File: src/rtl/ifetch_buffer_pkg.sv
// ifetch_buffer_pkg: shared definitions for the instruction prefetch buffer.
//   `ADDR_SIZE / `INSTR_SIZE : datapath address and instruction widths (32)
//   IFB_NOP                  : instruction presented when nothing is valid
//   IFB_DEFAULT_RESET_PC     : default first fetch address
//   ifb_state_e              : RST / RUN / DRAIN control states
//   ifb_entry_t              : one queue entry {instruction, pc}
// Optional feature macro used by the top level: IFB_BYPASS_EN.
`ifndef IFB_DEFINES_SVH
`define IFB_DEFINES_SVH
`define ADDR_SIZE 32
`define INSTR_SIZE 32
`endif

package ifetch_buffer_pkg;

  localparam logic [`INSTR_SIZE-1:0] IFB_NOP              = 32'h0000_0013;
  localparam logic [`ADDR_SIZE-1:0]  IFB_DEFAULT_RESET_PC = 32'h0000_0000;

  typedef enum logic [1:0] {
    IFB_RST   = 2'd0,
    IFB_RUN   = 2'd1,
    IFB_DRAIN = 2'd2
  } ifb_state_e;

  typedef struct packed {
    logic [`INSTR_SIZE-1:0] instr;
    logic [`ADDR_SIZE-1:0]  pc;
  } ifb_entry_t;

  // Word-align an address (instruction fetches are always word granular).
  function automatic logic [`ADDR_SIZE-1:0] ifb_align(input logic [`ADDR_SIZE-1:0] a);
    return a & 32'hFFFF_FFFC;
  endfunction

  // Sequential PC; wraps naturally from 32'hFFFF_FFFC to 0.
  function automatic logic [`ADDR_SIZE-1:0] ifb_next_pc(input logic [`ADDR_SIZE-1:0] pc);
    return pc + 32'd4;
  endfunction

endpackage

File: src/rtl/ifetch_buffer_fifo.sv
// ifb_fifo: synchronous FIFO with flush, used as the fetch queue.
//   clk, reset      : clock and synchronous active-high reset
//   flush           : empty the queue this edge (wins over push/pop)
//   push, wdata     : write tail (ignored when full)
//   pop, rdata      : remove head (ignored when empty); rdata is the head
//   full, empty     : occupancy flags
//   count           : number of valid entries
// DEPTH must be a power of two so the pointers wrap on their own.
module ifb_fifo #(
  parameter int unsigned DEPTH = 4,
  parameter int unsigned WIDTH = 64
) (
  input  logic                       clk,
  input  logic                       reset,
  input  logic                       flush,
  input  logic                       push,
  input  logic [WIDTH-1:0]           wdata,
  input  logic                       pop,
  output logic [WIDTH-1:0]           rdata,
  output logic                       full,
  output logic                       empty,
  output logic [$clog2(DEPTH+1)-1:0] count
);

  localparam int PW = $clog2(DEPTH);
  localparam int CW = $clog2(DEPTH+1);

  logic [WIDTH-1:0] mem_q [DEPTH];
  logic [WIDTH-1:0] mem_d [DEPTH];
  logic [PW-1:0]    rptr_q, rptr_d, wptr_q, wptr_d;
  logic [CW-1:0]    count_q, count_d;
  logic             do_push_s, do_pop_s;

  assign full  = (count_q == CW'(DEPTH));
  assign empty = (count_q == {CW{1'b0}});
  assign count = count_q;
  assign rdata = mem_q[rptr_q];

  // Next-state: pointer/count update, flush overriding push and pop.
  always_comb begin
    mem_d     = mem_q;
    rptr_d    = rptr_q;
    wptr_d    = wptr_q;
    count_d   = count_q;
    do_push_s = push & ~full;
    do_pop_s  = pop & ~empty;
    if (flush) begin
      rptr_d  = {PW{1'b0}};
      wptr_d  = {PW{1'b0}};
      count_d = {CW{1'b0}};
    end else begin
      if (do_push_s) begin
        mem_d[wptr_q] = wdata;
        wptr_d        = wptr_q + PW'(1'b1);
      end else begin
        wptr_d = wptr_q;
      end
      if (do_pop_s) begin
        rptr_d = rptr_q + PW'(1'b1);
      end else begin
        rptr_d = rptr_q;
      end
      case ({do_push_s, do_pop_s})
        2'b10:   count_d = count_q + CW'(1'b1);
        2'b01:   count_d = count_q - CW'(1'b1);
        default: count_d = count_q;
      endcase
    end
  end

  // State registers with synchronous reset.
  always_ff @(posedge clk) begin
    if (reset) begin
      for (int i = 0; i < int'(DEPTH); i++) begin
        mem_q[i] <= {WIDTH{1'b0}};
      end
      rptr_q  <= {PW{1'b0}};
      wptr_q  <= {PW{1'b0}};
      count_q <= {CW{1'b0}};
    end else begin
      mem_q   <= mem_d;
      rptr_q  <= rptr_d;
      wptr_q  <= wptr_d;
      count_q <= count_d;
    end
  end

endmodule

File: src/rtl/ifetch_buffer.sv
// ifetch_buffer: in-order instruction prefetcher between imem and IF.
//   clk, reset              : clock, synchronous active-high reset
//   imem_req/addr/gnt       : fetch request handshake (addr held until gnt)
//   imem_rvalid/rdata       : in-order fetch responses
//   redirect, redirect_pc   : taken branch/jump; flush and restart fetching
//   instr_valid/instr/pc    : queue head towards IF (NOP / pc 0 when empty)
//   instr_ready             : IF consumes the head
// Optional: define IFB_BYPASS_EN to let a response reach IF in the same
// cycle when the queue is empty.
module ifetch_buffer
  import ifetch_buffer_pkg::*;
#(
  parameter int unsigned          DEPTH     = 4,
  parameter int unsigned          MAX_OUTST = 2,
  parameter logic [`ADDR_SIZE-1:0] RESET_PC = IFB_DEFAULT_RESET_PC
) (
  input  logic                   clk,
  input  logic                   reset,
  output logic                   imem_req,
  output logic [`ADDR_SIZE-1:0]  imem_addr,
  input  logic                   imem_gnt,
  input  logic                   imem_rvalid,
  input  logic [`INSTR_SIZE-1:0] imem_rdata,
  input  logic                   redirect,
  input  logic [`ADDR_SIZE-1:0]  redirect_pc,
  output logic                   instr_valid,
  output logic [`INSTR_SIZE-1:0] instr,
  output logic [`ADDR_SIZE-1:0]  instr_pc,
  input  logic                   instr_ready
);

  localparam int CW = $clog2(DEPTH+1);
  localparam int OW = $clog2(MAX_OUTST+2);

  ifb_state_e             state_q, state_d;
  logic [`ADDR_SIZE-1:0]  fetch_pc_q, fetch_pc_d;
  logic [`ADDR_SIZE-1:0]  resp_pc_q, resp_pc_d;
  logic [OW-1:0]          outst_q, outst_d;
  logic [OW-1:0]          discard_q, discard_d;

  logic                   req_s, gnt_s, rsp_s, drop_s, acc_s, byp_s;
  logic                   push_s, pop_s;
  logic                   fifo_full_s, fifo_empty_s;
  logic [CW-1:0]          count_s;
  ifb_entry_t             head_s, wentry_s;

  assign wentry_s = '{instr: imem_rdata, pc: resp_pc_q};

  ifb_fifo #(
    .DEPTH(DEPTH),
    .WIDTH($bits(ifb_entry_t))
  ) u_fifo (
    .clk   (clk),
    .reset (reset),
    .flush (redirect),
    .push  (push_s),
    .wdata (wentry_s),
    .pop   (pop_s),
    .rdata (head_s),
    .full  (fifo_full_s),
    .empty (fifo_empty_s),
    .count (count_s)
  );

  // Handshake decode: request credit, response classification, queue moves.
  always_comb begin
    req_s = 1'b0;
    // Space is reserved for every live fetch, so a push can never overflow;
    // stale fetches still occupy memory-side credit until they drain.
    if (!reset && (state_q != IFB_RST) && !redirect
        && ((32'(count_s) + 32'(outst_q)) < 32'(DEPTH))
        && ((32'(outst_q) + 32'(discard_q)) < 32'(MAX_OUTST))) begin
      req_s = 1'b1;
    end else begin
      req_s = 1'b0;
    end
    gnt_s  = req_s & imem_gnt;
    // A response with nothing in flight is a protocol error and is ignored.
    rsp_s  = imem_rvalid & ((outst_q != {OW{1'b0}}) | (discard_q != {OW{1'b0}}));
    drop_s = rsp_s & (discard_q != {OW{1'b0}});
    acc_s  = rsp_s & (discard_q == {OW{1'b0}});
`ifdef IFB_BYPASS_EN
    byp_s  = acc_s & fifo_empty_s & ~redirect;
`else
    byp_s  = 1'b0;
`endif
    push_s = acc_s & ~redirect & ~fifo_full_s & ~(byp_s & instr_ready);
    pop_s  = ~fifo_empty_s & instr_ready;
  end

  // Next-state for PCs and credit counters; redirect overrides everything.
  always_comb begin
    fetch_pc_d = fetch_pc_q;
    resp_pc_d  = resp_pc_q;
    outst_d    = outst_q;
    discard_d  = discard_q;
    if (redirect) begin
      fetch_pc_d = ifb_align(redirect_pc);
      resp_pc_d  = ifb_align(redirect_pc);
      outst_d    = {OW{1'b0}};
      // Everything still in flight becomes stale; a response landing in this
      // very cycle is itself dropped, so it leaves the stale total.
      discard_d  = OW'(32'(outst_q) + 32'(discard_q) + 32'(gnt_s) - 32'(rsp_s));
    end else begin
      if (gnt_s) begin
        fetch_pc_d = ifb_next_pc(fetch_pc_q);
      end else begin
        fetch_pc_d = fetch_pc_q;
      end
      if (acc_s) begin
        resp_pc_d = ifb_next_pc(resp_pc_q);
      end else begin
        resp_pc_d = resp_pc_q;
      end
      outst_d   = OW'(32'(outst_q) + 32'(gnt_s) - 32'(acc_s));
      discard_d = OW'(32'(discard_q) - 32'(drop_s));
    end
  end

  // Control FSM next state: DRAIN while stale responses are pending.
  always_comb begin
    state_d = state_q;
    case (state_q)
      IFB_RST:   state_d = IFB_RUN;
      IFB_RUN,
      IFB_DRAIN: state_d = (discard_d != {OW{1'b0}}) ? IFB_DRAIN : IFB_RUN;
      default:   state_d = IFB_RST;
    endcase
  end

  // Output mux: queue head first, then (optionally) the bypassed response.
  always_comb begin
    instr_valid = 1'b0;
    instr       = IFB_NOP;
    instr_pc    = {`ADDR_SIZE{1'b0}};
    if (!fifo_empty_s) begin
      instr_valid = 1'b1;
      instr       = head_s.instr;
      instr_pc    = head_s.pc;
    end else if (byp_s) begin
      instr_valid = 1'b1;
      instr       = imem_rdata;
      instr_pc    = resp_pc_q;
    end else begin
      instr_valid = 1'b0;
    end
  end

  assign imem_req  = req_s;
  assign imem_addr = fetch_pc_q;

  // State registers with synchronous reset.
  always_ff @(posedge clk) begin
    if (reset) begin
      state_q    <= IFB_RST;
      fetch_pc_q <= RESET_PC;
      resp_pc_q  <= RESET_PC;
      outst_q    <= {OW{1'b0}};
      discard_q  <= {OW{1'b0}};
    end else begin
      state_q    <= state_d;
      fetch_pc_q <= fetch_pc_d;
      resp_pc_q  <= resp_pc_d;
      outst_q    <= outst_d;
      discard_q  <= discard_d;
    end
  end

endmodule

File: config.mk
export PLATFORM = sky130hd
export DESIGN_NAME = ifetch_buffer
export DESIGN_NICKNAME = d
export VERILOG_FILES = /design/src/rtl/ifetch_buffer_pkg.sv /design/src/rtl/ifetch_buffer_fifo.sv /design/src/rtl/ifetch_buffer.sv
export SDC_FILE = /design/constraint.sdc
export NUM_CORES = 1
export LEC_CHECK = 0
export CORE_MARGIN = 3
export CORE_UTILIZATION = 45
export DETAILED_ROUTE_END_ITERATION = 6
export PLACE_DENSITY = 0.66
export SLEW_MARGIN = 10
export SYNTH_ARGS = -nofsm -noshare
export SYNTH_HDL_FRONTEND = slang
export SYNTH_HIERARCHICAL = 1
export SYNTH_SLANG_ARGS = --single-unit
File: constraint.sdc
create_clock -name clk -period 5.1 [get_ports clk]
set_input_delay 1.02 -clock clk [delete_from_list [all_inputs] [get_ports clk]]
set_output_delay 1.02 -clock clk [all_outputs]
set_load 0.1 [all_outputs]
==> summary by stage <==
Floorplanning
The number of core rows is 69. The floorplan step defined a core boundary enclosing 0.0357 mm². The area of the die is 0.0386 mm². The die boundary width is 197 µm.

For this configuration, the core starts out at a cell density of 45.8%. The number of placed I/O pins is 168. Measured along the y axis, the die boundary spans 197 µm.

Drt
The final wirelength is around 39 mm. The overall via count from detail_route is 11566. Dividing the detail-routed via count by the number of cells gives ~5.3. In this run the remaining antenna-violating nets after routing total 0. The first routing iteration left about 630 violations. The post-route DRC violation count is 0. In the final routed layout, each cell accounts on average for 18.0 µm. The number of detailed-routing iterations run before antenna repair is 5.

Clock network
The CTS tree is built. The H-tree depth is 2. The count of clock tree sinks is 329. Clock-pin slew was measured on the worst setup and hold paths at 0.06 ns. The number of hold buffers added after CTS was 0. After clock tree synthesis, the repair step resized 0 gates. The post-CTS setup-driven buffer insertion count is 0. The buffer type at the clock tree root is sky130_fd_sc_hd__clkbuf_16. The maximum root-to-sink buffer count is 3. The total clock buffers created by CTS is 36.

Clock latency on the worst-skew pair, taken at its later pin, is roughly 0.52 ns.

Finish
In the layout the commonest cells are 327 x sky130_fd_sc_hd__dfxtp_1, 321 x sky130_fd_sc_hd__nand2b_1, 259 x sky130_fd_sc_hd__mux2i_1. After filler insertion, the fill cell instance count of the layout stands at 3150. Once layout is complete, the utilization of the core stands at 54.2%.

The number of antenna diodes in the final layout is 0. The number of nets at the end of the flow is 1767. The library cell used most frequently in the layout, excluding fill and tap cells, is sky130_fd_sc_hd__dfxtp_1. Cells with a size suffix above 1 make up 10.1% of the layout. The signed area change from the synthesized netlist to the final layout is 18.3%.

Placement
During placement, the flow inserted port buffers numbering 163. The HPWL reported at the end of detailed placement is 24.5 mm. The final estimated routing congestion in global placement is 0.822.

Yosys
Among all flip-flop cells after synthesis, the most frequent one is sky130_fd_sc_hd__dfxtp_1. The number of synthesized flops with an enable pin is 0. The count of state elements after synthesis is 329. The share of flip-flops with an asynchronous set or reset is 0%.

Counting every instance in the synthesized netlist gives 1572. For this run, the register share of the synthesized area comes to 40.3%. The mapped netlist covers 0.0163 mm².

For this run, the number of Yosys warnings is 6. The average cell area after synthesis is 10.4 µm². The netlist uses between 60 and 70 different library cells.

Power
The worst ir drop on vdd is 200 µV. Summed over all cells, the static leakage comes to 7.75 nW. The power density normalized to cell area is 305 mW/mm². The completed layout was analyzed and its total power is 5.89 mW.

STA
After layout, the worst path uses 84.8% of the clock period. The transition time of the tightest slew-check pin is around 1.1 ns. The total negative slack for setup checks is 0 ns. The maximum clock rate is ~230 MHz. The final-report setup violation count is 0. Setup repair after global routing left no endpoint under its margin. The number of slew-limit violations in the final report was 0.

The total count of hold-check failures in the final report is 0. The worst path needs approximately 4.3 ns of the cycle, external delays included. The setup skew after layout is 0.0227 ns. Headroom to the max-slew limit came out at 25.3%.

Outcome
The flow ran to the end, and the final reports show no timing, DRC or antenna violations.

Worst setup path
The signal on the critical path passes through buf_4, mux4_2, or2_2, clkdlybuf4s50_1. The slowest library cell on the worst path is sky130_fd_sc_hd__clkdlybuf4s50_1. The data required time of the worst path is 4.08 ns. STA classifies the critical path startpoint as a register. The top cell family by delay on the critical path is buffers and inverters. Data on the critical path arrives at its endpoint at between 3 and 4 ns.

The largest single stage delay on the critical path is roughly 0.96 ns. The critical setup path kind is register to output pin. The number of buffers and inverters on the critical path is 2. The critical path endpoint category is an output pin. The largest fanout on the critical path is 21.

Job
Across the run, the number of max-cap violations was 0.

GRT
The number of antenna violations at the first check in global routing is 1. The maximum number of pins on one net before global-route repair is 322. The global routing usage summed across all routing layers is approximately 20%.

The global-route wire length before repair is around 63 mm. The number of global-route vias before repair was ~12000. The total overflow left after global routing is 0.

Min path
In this run the worst hold path is classified as register to register.
## kinds of logic (layout without fill, tap and decap cells)
family / after synthesis / count (layout) / synth area share, %
adder cells (fa/ha/maj): 18 / 18 / 1.47
XOR/XNOR: 44 / 44 / 2.36
AND/OR/NAND/NOR: 587 / 587 / 21.6
other: 1 / 4 / 0.0229
AO/OA/AOI/OAI: 121 / 121 / 4.81
buffers and inverters: 148 / 276 / 4.74
multiplexers: 324 / 324 / 24.7
flip-flops: 329 / 329 / 40.3
## per-stage QoR
| step | cells | setup slack [ns] | hold WS [ns] | cell area (µm²) |
|---|---|---|---|---|
| CTS | 2164 | 0.706 | 0.472 | 19300 |
| detailed placement | 2102 | 1.03 | 0.459 | 18200 |
| global route | 2164 | 0.637 | 0.487 | 19300 |
| finish | 2164 | 0.773 | 0.471 | 19300 |
| global placement | 2102 | 1.12 | 0.455 | 18200 |
| floorplan | 1575 | 1.56 | 0.445 | 16400 |
## cells in the mapped netlist (all sizes together) (9+ instances only)
cell | n | area [µm²]
mux2i | 259 | 2590
nor2 | 38 | 143
a21oi | 35 | 175
nand4 | 25 | 163
nor3 | 14 | 75.1
a31oi | 12 | 75.1
nand2 | 38 | 143
mux4 | 64 | 1440
clkbuf | 66 | 248
and4 | 9 | 83.8
xnor2 | 19 | 166
and3 | 14 | 98.9
nor2b | 63 | 394
a21boi | 21 | 158
a211oi | 12 | 90.1
ha | 16 | 200
xor2 | 25 | 219
dfxtp | 329 | 6590
nand2b | 321 | 2010
o21ai | 15 | 75.1
and2 | 9 | 56.3
buf | 52 | 414
inv | 30 | 113
nand3 | 27 | 153
## state kept, by name (all words and copies together), names as in the netlist
signal / flops
u_fifo/mem_q: 256
imem_addr: 30
resp_pc_q: 30
u_fifo/count: 3
discard_q: 2
outst_q: 2
state_q: 2
u_fifo/rptr_q: 2
u_fifo/wptr_q: 2
## final timing paths
path                             startpoint                              to  slack [ns]  depth (start not counted)
max reg2reg    u_fifo/count[1]$_SDFFE_PP0P_  u_fifo/mem_q[176]$_SDFFE_PP0P_        2.07                          8
min reg2reg  u_fifo/mem_q[163]$_SDFFE_PP0P_  u_fifo/mem_q[163]$_SDFFE_PP0P_        0.47                          2
min          u_fifo/mem_q[163]$_SDFFE_PP0P_  u_fifo/mem_q[163]$_SDFFE_PP0P_        0.47                          2
max           u_fifo/rptr_q[1]$_SDFFE_PP0P_                        instr[0]        0.77                          4
## worst min-delay path, cell delays in order (launching register included)
cell,delay [ns]
sky130_fd_sc_hd__dfxtp_1,0.31
sky130_fd_sc_hd__nand2b_1,0.06
sky130_fd_sc_hd__mux2i_1,0.06
## layout make-up
cell class | instances | area [µm²] | area share [%]
tap | 461 | 577 | 2.98
clock inverter | 13 | 153 | 0.789
clock buffer | 49 | 1030 | 5.33
multi-input combinational | 1098 | 9030 | 46.7
sequential | 329 | 6590 | 34.1
timing repair buffer | 184 | 1850 | 9.54
inverter | 30 | 113 | 0.582
## per-layer routing
metal	vias to the layer above	GRT usage (%)	routed length (µm)
li1	5672	-	-
met5	-	0	16
met4	2	4.41	573
met2	241	32.8	18200
met1	5602	27.6	18500
met3	49	3.28	1760
## where the power goes
group | switching, mW | total [mW] | internal, mW
Clock | 1.05 | 2.62 | 1.57
Combinational | 0.355 | 0.587 | 0.232
Sequential | 0.0677 | 2.69 | 2.62
(Power assumes the default switching activity.)
==> edit 1, RTL diff (same settings) <==
Re-encode `ifb_state_e` (3 states) as one-hot, 3 bits wide.
--- a/src/rtl/ifetch_buffer_pkg.sv
+++ b/src/rtl/ifetch_buffer_pkg.sv
@@ -16,10 +16,10 @@
   localparam logic [`INSTR_SIZE-1:0] IFB_NOP              = 32'h0000_0013;
   localparam logic [`ADDR_SIZE-1:0]  IFB_DEFAULT_RESET_PC = 32'h0000_0000;
 
-  typedef enum logic [1:0] {
-    IFB_RST   = 2'd0,
-    IFB_RUN   = 2'd1,
-    IFB_DRAIN = 2'd2
+  typedef enum logic [2:0] {
+    IFB_RST   = 3'b001,
+    IFB_RUN   = 3'b010,
+    IFB_DRAIN = 3'b100
   } ifb_state_e;
 
   typedef struct packed {
Behaviour: no difference found for any inputs over 4 cycles, from zero or initial values and one cycle with reset high; so few cycles prove little.
==> edit 1 against the original RTL <==
  * Design area decreased by 0.26%
  * Non-clock buffer count increased by 4
  * Sequential power about the same
  * Setup slack improved by 160 ps
  * Clock power increased by 2%
  * Total power increased by 0.97%
  * Sequential cell count increased by 1
  * Critical path type unchanged
  * Clock skew decreased by 9.7 ps
  * Wire length decreased by 2.2%
  * Via count decreased by 0.16%
  * Area after synthesis about the same
==> edit 1: results (changes against the original RTL) <==
Power
  • Leakage component of the power: 0.00778 µW (+0.41%)
  • Maximum VDD drop: 0.000192 V (-4.0%)

Status
  • Result of the run: finished, final reports clean

Finish
  • Flip-flop count of the largest register after layout: 256 (unchanged)
  • Net count reported at finish: 1755 (-0.68%)
  • Number of fill cells: 3118 (-1.0%)
  • Layout cells sized above 1: 0.122 (+0.0213)

Critical path
  • CP top delay family: buffers and inverters
  • Longest individual stage delay on the worst path: 1050 ps (+90 ps)
  • Capturing element of the worst setup path: instr_pc[20]
  • Critical Path AT: 3150 ps (-160 ps)
  • Terminus of the critical flop-to-flop path: u_fifo/mem_q[156]
  • Worst setup path start: u_fifo/rptr_q[0]
  • Cells on worst reg2reg path: 7 (-1)
  • Critical R2R Launch: u_fifo/count[0]
  • Worst-path fanout max: 44 (+110%)
  • Setup slack on the worst flop-to-flop path: 1770 ps (-300 ps)

Clock tree
  • Total clock buffers created by CTS: 37 (+2.8%)
  • Deepest level of the CTS H-tree: 2 (unchanged)

Synth
  • Register area share after synthesis: 0.404 (+0.00150)
  • Number of distinct library cells after synthesis: 66 (+8.2%)
  • Main area contributors after synthesis: dfxtp_1 40%, mux2i_1 16%, nand2b_1 12%
  • Fraction of the mapped netlist area in compound gates: 0.0520 (+0.00394)
  • XOR/XNOR share of the synthesized area: 0.0198 (-0.00374)
  • Share of synthesized cell area in full adder, half adder and majority cells: 0.0132 (-0.00152)
  • Mux contribution to synthesized area: 0.246 (-0.00113)
  • Most frequent cells after synthesis: 330 x dfxtp_1, 320 x nand2b_1, 258 x mux2i_1, 64 x mux4_2, 64 x nor2b_1

Worst hold path
  • Worst Hold Depth: 1 (-1)
  • Type of the worst min-delay path: reg2reg
  • Hold worst-path end: state_q[2]
  • Min-Delay Startpoint: state_q[0]

Drt
  • Wire length on met3: 1590 µm (-9.6%)
  • First drt pass iteration count: 4 (-1)
  • Vias: 11.5k (-0.16%)
  • Met2 wirelength from detailed routing: 17400 µm (-4.3%)
  • Iteration-0 DRC Markers: 594 (-5.6%)
  • Routed met1 length: 18500 µm (about the same)
  • Wire per inst: 17.7 µm (-1.8%)
  • Total length of routed wires: 38200 µm (-2.2%)

Timing
  • Transition time of the tightest slew-check pin: 1090 ps (-30.3 ps)
  • Max Clock Skew: 13.1 ps (-9.69 ps)

Global route
  • Fraction of met2 tracks used by global routing: 0.317 (-0.0110)
  • Met1 Resource Use GR: 0.274 (-0.00234)
  • Global routing usage summed across all routing layers: 0.195 (-0.00409)
  • Pin count of the biggest net entering global routing: 134 (-58%)
  • Met3 routing resource usage after global routing: 0.0304 (-0.00239)
  • Antenna violations before repair: 1 (unchanged)
  • Wire length of the first global-routing pass: 62200 µm (-1.9%)

Placement
  • Half-perimeter wire length after placement: 24300 µm (-0.82%)
  • Cell total after placement: 2091 (-0.52%)
  • Gp weighted congestion: 0.797 (-2.9%)
==> edit 1: cell count changes in the layout (fill, tap and decap cells not counted), sizes merged, moves of 8 or more <==
cell and delta:
a211oi -8, a21oi -17, buf +35, clkdlybuf4s50 -30, o21a +17, o31a +11, xor2 -8
==> edit 1: through the flow <==
step	power [µW]	setup slack, ps	hold slack (ps)	area, µm²
after global routing	6180	836	471	19300
after detailed placement	3320	739	443	18100
after floorplan	3150	1560	408	16300
final	5950	932	446	19300
after CTS	6030	896	454	19300
after global placement	3320	802	417	18100
==> edit 1: layout make-up <==
cell class	count	area, µm²	area share
repair buffers	188	1770	0.0919
clock inverters	8	119	0.00616
multi-input cells	1088	9010	0.467
well taps	461	577	0.0299
flip-flops and latches	330	6610	0.343
inverters	24	90.1	0.00467
clock buffers	55	1110	0.0573
==> edit 1: power by group <==
part | internal (µW) | switching (µW) | leakage [µW]
Combinational | 226 | 346 | 0.00450
Sequential | 2630 | 66.8 | 0.00267
Clock | 1650 | 1040 | 0.000604
Total | 4500 | 1450 | 0.00778
==> edit 2, RTL diff (config.mk and constraints unchanged) <==
Made on the original files. The parameter `MAX_OUTST` goes from 2 to 4.
--- a/src/rtl/ifetch_buffer.sv
+++ b/src/rtl/ifetch_buffer.sv
@@ -11,7 +11,7 @@
   import ifetch_buffer_pkg::*;
 #(
   parameter int unsigned          DEPTH     = 4,
-  parameter int unsigned          MAX_OUTST = 2,
+  parameter int unsigned          MAX_OUTST = 4,
   parameter logic [`ADDR_SIZE-1:0] RESET_PC = IFB_DEFAULT_RESET_PC
 ) (
   input  logic                   clk,
Function: changed (a bounded check fails within 4 cycles, from zero or initial values and one cycle with reset high).
==> edit 2 against the original RTL <==
  * Setup slack improved by 70 ps
  * Wire length barely moved
  * Utilization rose by 0.38 points
  * Total power rose by 2.8%
  * Synthesized cell count rose by 0.70%
  * Count of clock-buffer cells in the layout rose by 4
  * Sequential cell count rose by 2
  * Via count rose by 1.5%
  * Combinational power rose by 2%
  * Global-route usage fell by 0.13 points
  * Area after synthesis rose by 0.93%
  * Register-to-register slack got worse by 640 ps
  * Design area rose by 1.2%
  * Critical endpoint unchanged
  * Highest routed layer is now met4
==> edit 2: results (changes against the original RTL) <==
Critical path
  • Worst-path fanout max: 19 (-9.5%)
  • Critical Path AT: 3240 ps (-70 ps)

Drt
  • Wire per inst: 17.9 µm (-0.78%)
  • DR top layer: met4
  • Met2 wirelength from detailed routing: 17900 µm (-1.8%)
  • Routed met1 length: 18800 µm (+2.1%)
  • First drt pass iteration count: 4 (-1)
  • Number of vias per cell after detailed routing: 5.38 (+0.70%)
  • Iteration-0 DRC Markers: 589 (-6.4%)
  • Wire length on met3: 1700 µm (-3.1%)

Status
  • Result of the run: finished, final reports clean

Synth
  • Number of distinct library cells after synthesis: 53 (-13%)
  • Count of yosys warnings during synthesis: 6 (unchanged)
  • Most used flip-flop cell after synthesis: dfxtp_1
  • Most frequent cells after synthesis: 331 x dfxtp_1, 321 x nand2b_1, 258 x mux2i_1, 71 x clkbuf_1, 66 x nor2b_1
  • Ys async rst share: 0 (unchanged)
  • Register area share after synthesis: 0.402 (-0.00127)
  • Gate count of the mapped netlist: 1583 (+0.70%)
  • Main area contributors after synthesis: dfxtp_1 40%, mux2i_1 16%, nand2b_1 12%

Global route
  • Global routing usage summed across all routing layers: 0.197 (-0.00134)
  • Antenna violations before repair: 0 (-1)
  • Vias in the first global route: 11.9k (+0.46%)
  • Wire length of the first global-routing pass: 63200 µm (-0.32%)
  • Pin count of the biggest net entering global routing: 120 (-63%)

Clock tree
  • Deepest level of the CTS H-tree: 2 (unchanged)
  • Count of instances resized after the clock tree is built: 0 (unchanged)
  • Clock slew at reported path FFs: 60 ps (about the same)
  • Number of hold-repair buffers added at the cts stage: 0 (unchanged)
  • Skew-Pair Late Insertion Delay: 520 ps (about the same)
  • Post-CTS Setup Repair Bufs: 0 (unchanged)
  • Maximum root-to-sink buffer count: 3 (unchanged)
  • Cell at the root of the clock tree: clkbuf_16
  • Total clock buffers created by CTS: 37 (+2.8%)

Placement
  • Post-detailed-placement cell area: 18300 µm² (+0.79%)
  • Number of buffers added on ports: 163 (unchanged)
  • Gp weighted congestion: 0.825 (+0.43%)
  • Cell total after placement: 2115 (+0.62%)
  • Half-perimeter wire length after placement: 25000 µm (+2.0%)

Power
  • Leakage component of the power: 0.00791 µW (+2.0%)
  • Maximum VDD drop: 0.000180 V (-9.9%)

Finish
  • Post-Layout Cell Count: 2181 (+0.79%)
  • P&R area growth vs syn: 18.6%
  • Largest Register: u_fifo/mem_q
  • Flip-flop count of the largest register after layout: 256 (unchanged)
  • Number of fill cells: 3159 (+0.29%)
  • Net count reported at finish: 1787 (+1.1%)
  • Total inserted antenna cells: 0 (unchanged)
  • Layout cells sized above 1: 0.109 (+0.00830)

Worst hold path
  • Type of the worst min-delay path: reg2reg

Timing
  • Slew headroom: 0.322 (+0.0689)
  • Max Clock Skew: 20.6 ps (-2.18 ps)
-- edit 2: cell types whose count changed in the layout (fill, tap and decap cells not counted), moves of 9 or more --
cell / delta
clkdlybuf4s50_1: -18
nor2_1: -9
nor4_1: +12
inv_1: +13
a211oi_1: +10
buf_4: +19
-- edit 2: through the flow --
stage	total power, µW	worst slack (ps)	utilization	hold slack (ps)
3_3_place_gp	3340	684	0.511	455
6_report	6060	844	0.546	470
3_5_place_dp	3340	646	0.511	461
2_1_floorplan	3170	569	-	445
4_1_cts	6130	777	0.546	473
5_1_grt	6300	693	0.546	489
-- edit 2: path summary, 6_finish.rpt --
check,start,endpoint,slack [ps],cells after the start
worst max-delay path,u_fifo/rptr_q[1],instr[0],840,4
worst min-delay path,u_fifo/mem_q[209],u_fifo/mem_q[209],470,2
worst max register to register,u_fifo/count[0],u_fifo/mem_q[229],1430,8
worst min register to register,u_fifo/mem_q[209],u_fifo/mem_q[209],470,2
-- edit 2: layout make-up --
class                      count  share of cell area
multi-input combinational   1095               0.465
sequential                   331               0.339
timing repair buffer         186              0.0934
clock buffer                  53              0.0561
tap                          461              0.0295
clock inverter                13             0.00876
inverter                      42             0.00806
-- edit 2: layer usage --
layer | global-route usage | up-vias
li1 | - | 5712
met1 | 0.277 | 5748
met2 | 0.322 | 239
met3 | 0.0312 | 39
met4 | 0.0451 | 0
met5 | 0 | -
-- edit 2: worst max-delay path: stages (launching register included) --
cell,delay [ps]
dfxtp_4,600
buf_4,330
mux4_2,520
or2_2,280
clkdlybuf4s50_1,960
-- edit 2: kinds of logic (layout without fill, tap and decap cells) --
logic type,Yosys count,in the layout,synth area share
and+or+nand+nor,583,583,0.212
AOI/OAI and AO/OA,109,109,0.0444
adders and majority gates,24,24,0.0200
other,1,4,0.000227
buffers and inverters,160,294,0.0498
DFF,331,331,0.402
muxes,323,323,0.245
xor gates and xnor gates,52,52,0.0276
-- edit 2: where the power goes --
group          total, µW  internal [µW]  switching [µW]
clock               2770           1700            1070
sequential          2690           2630            56.6
combinational        600            234             366
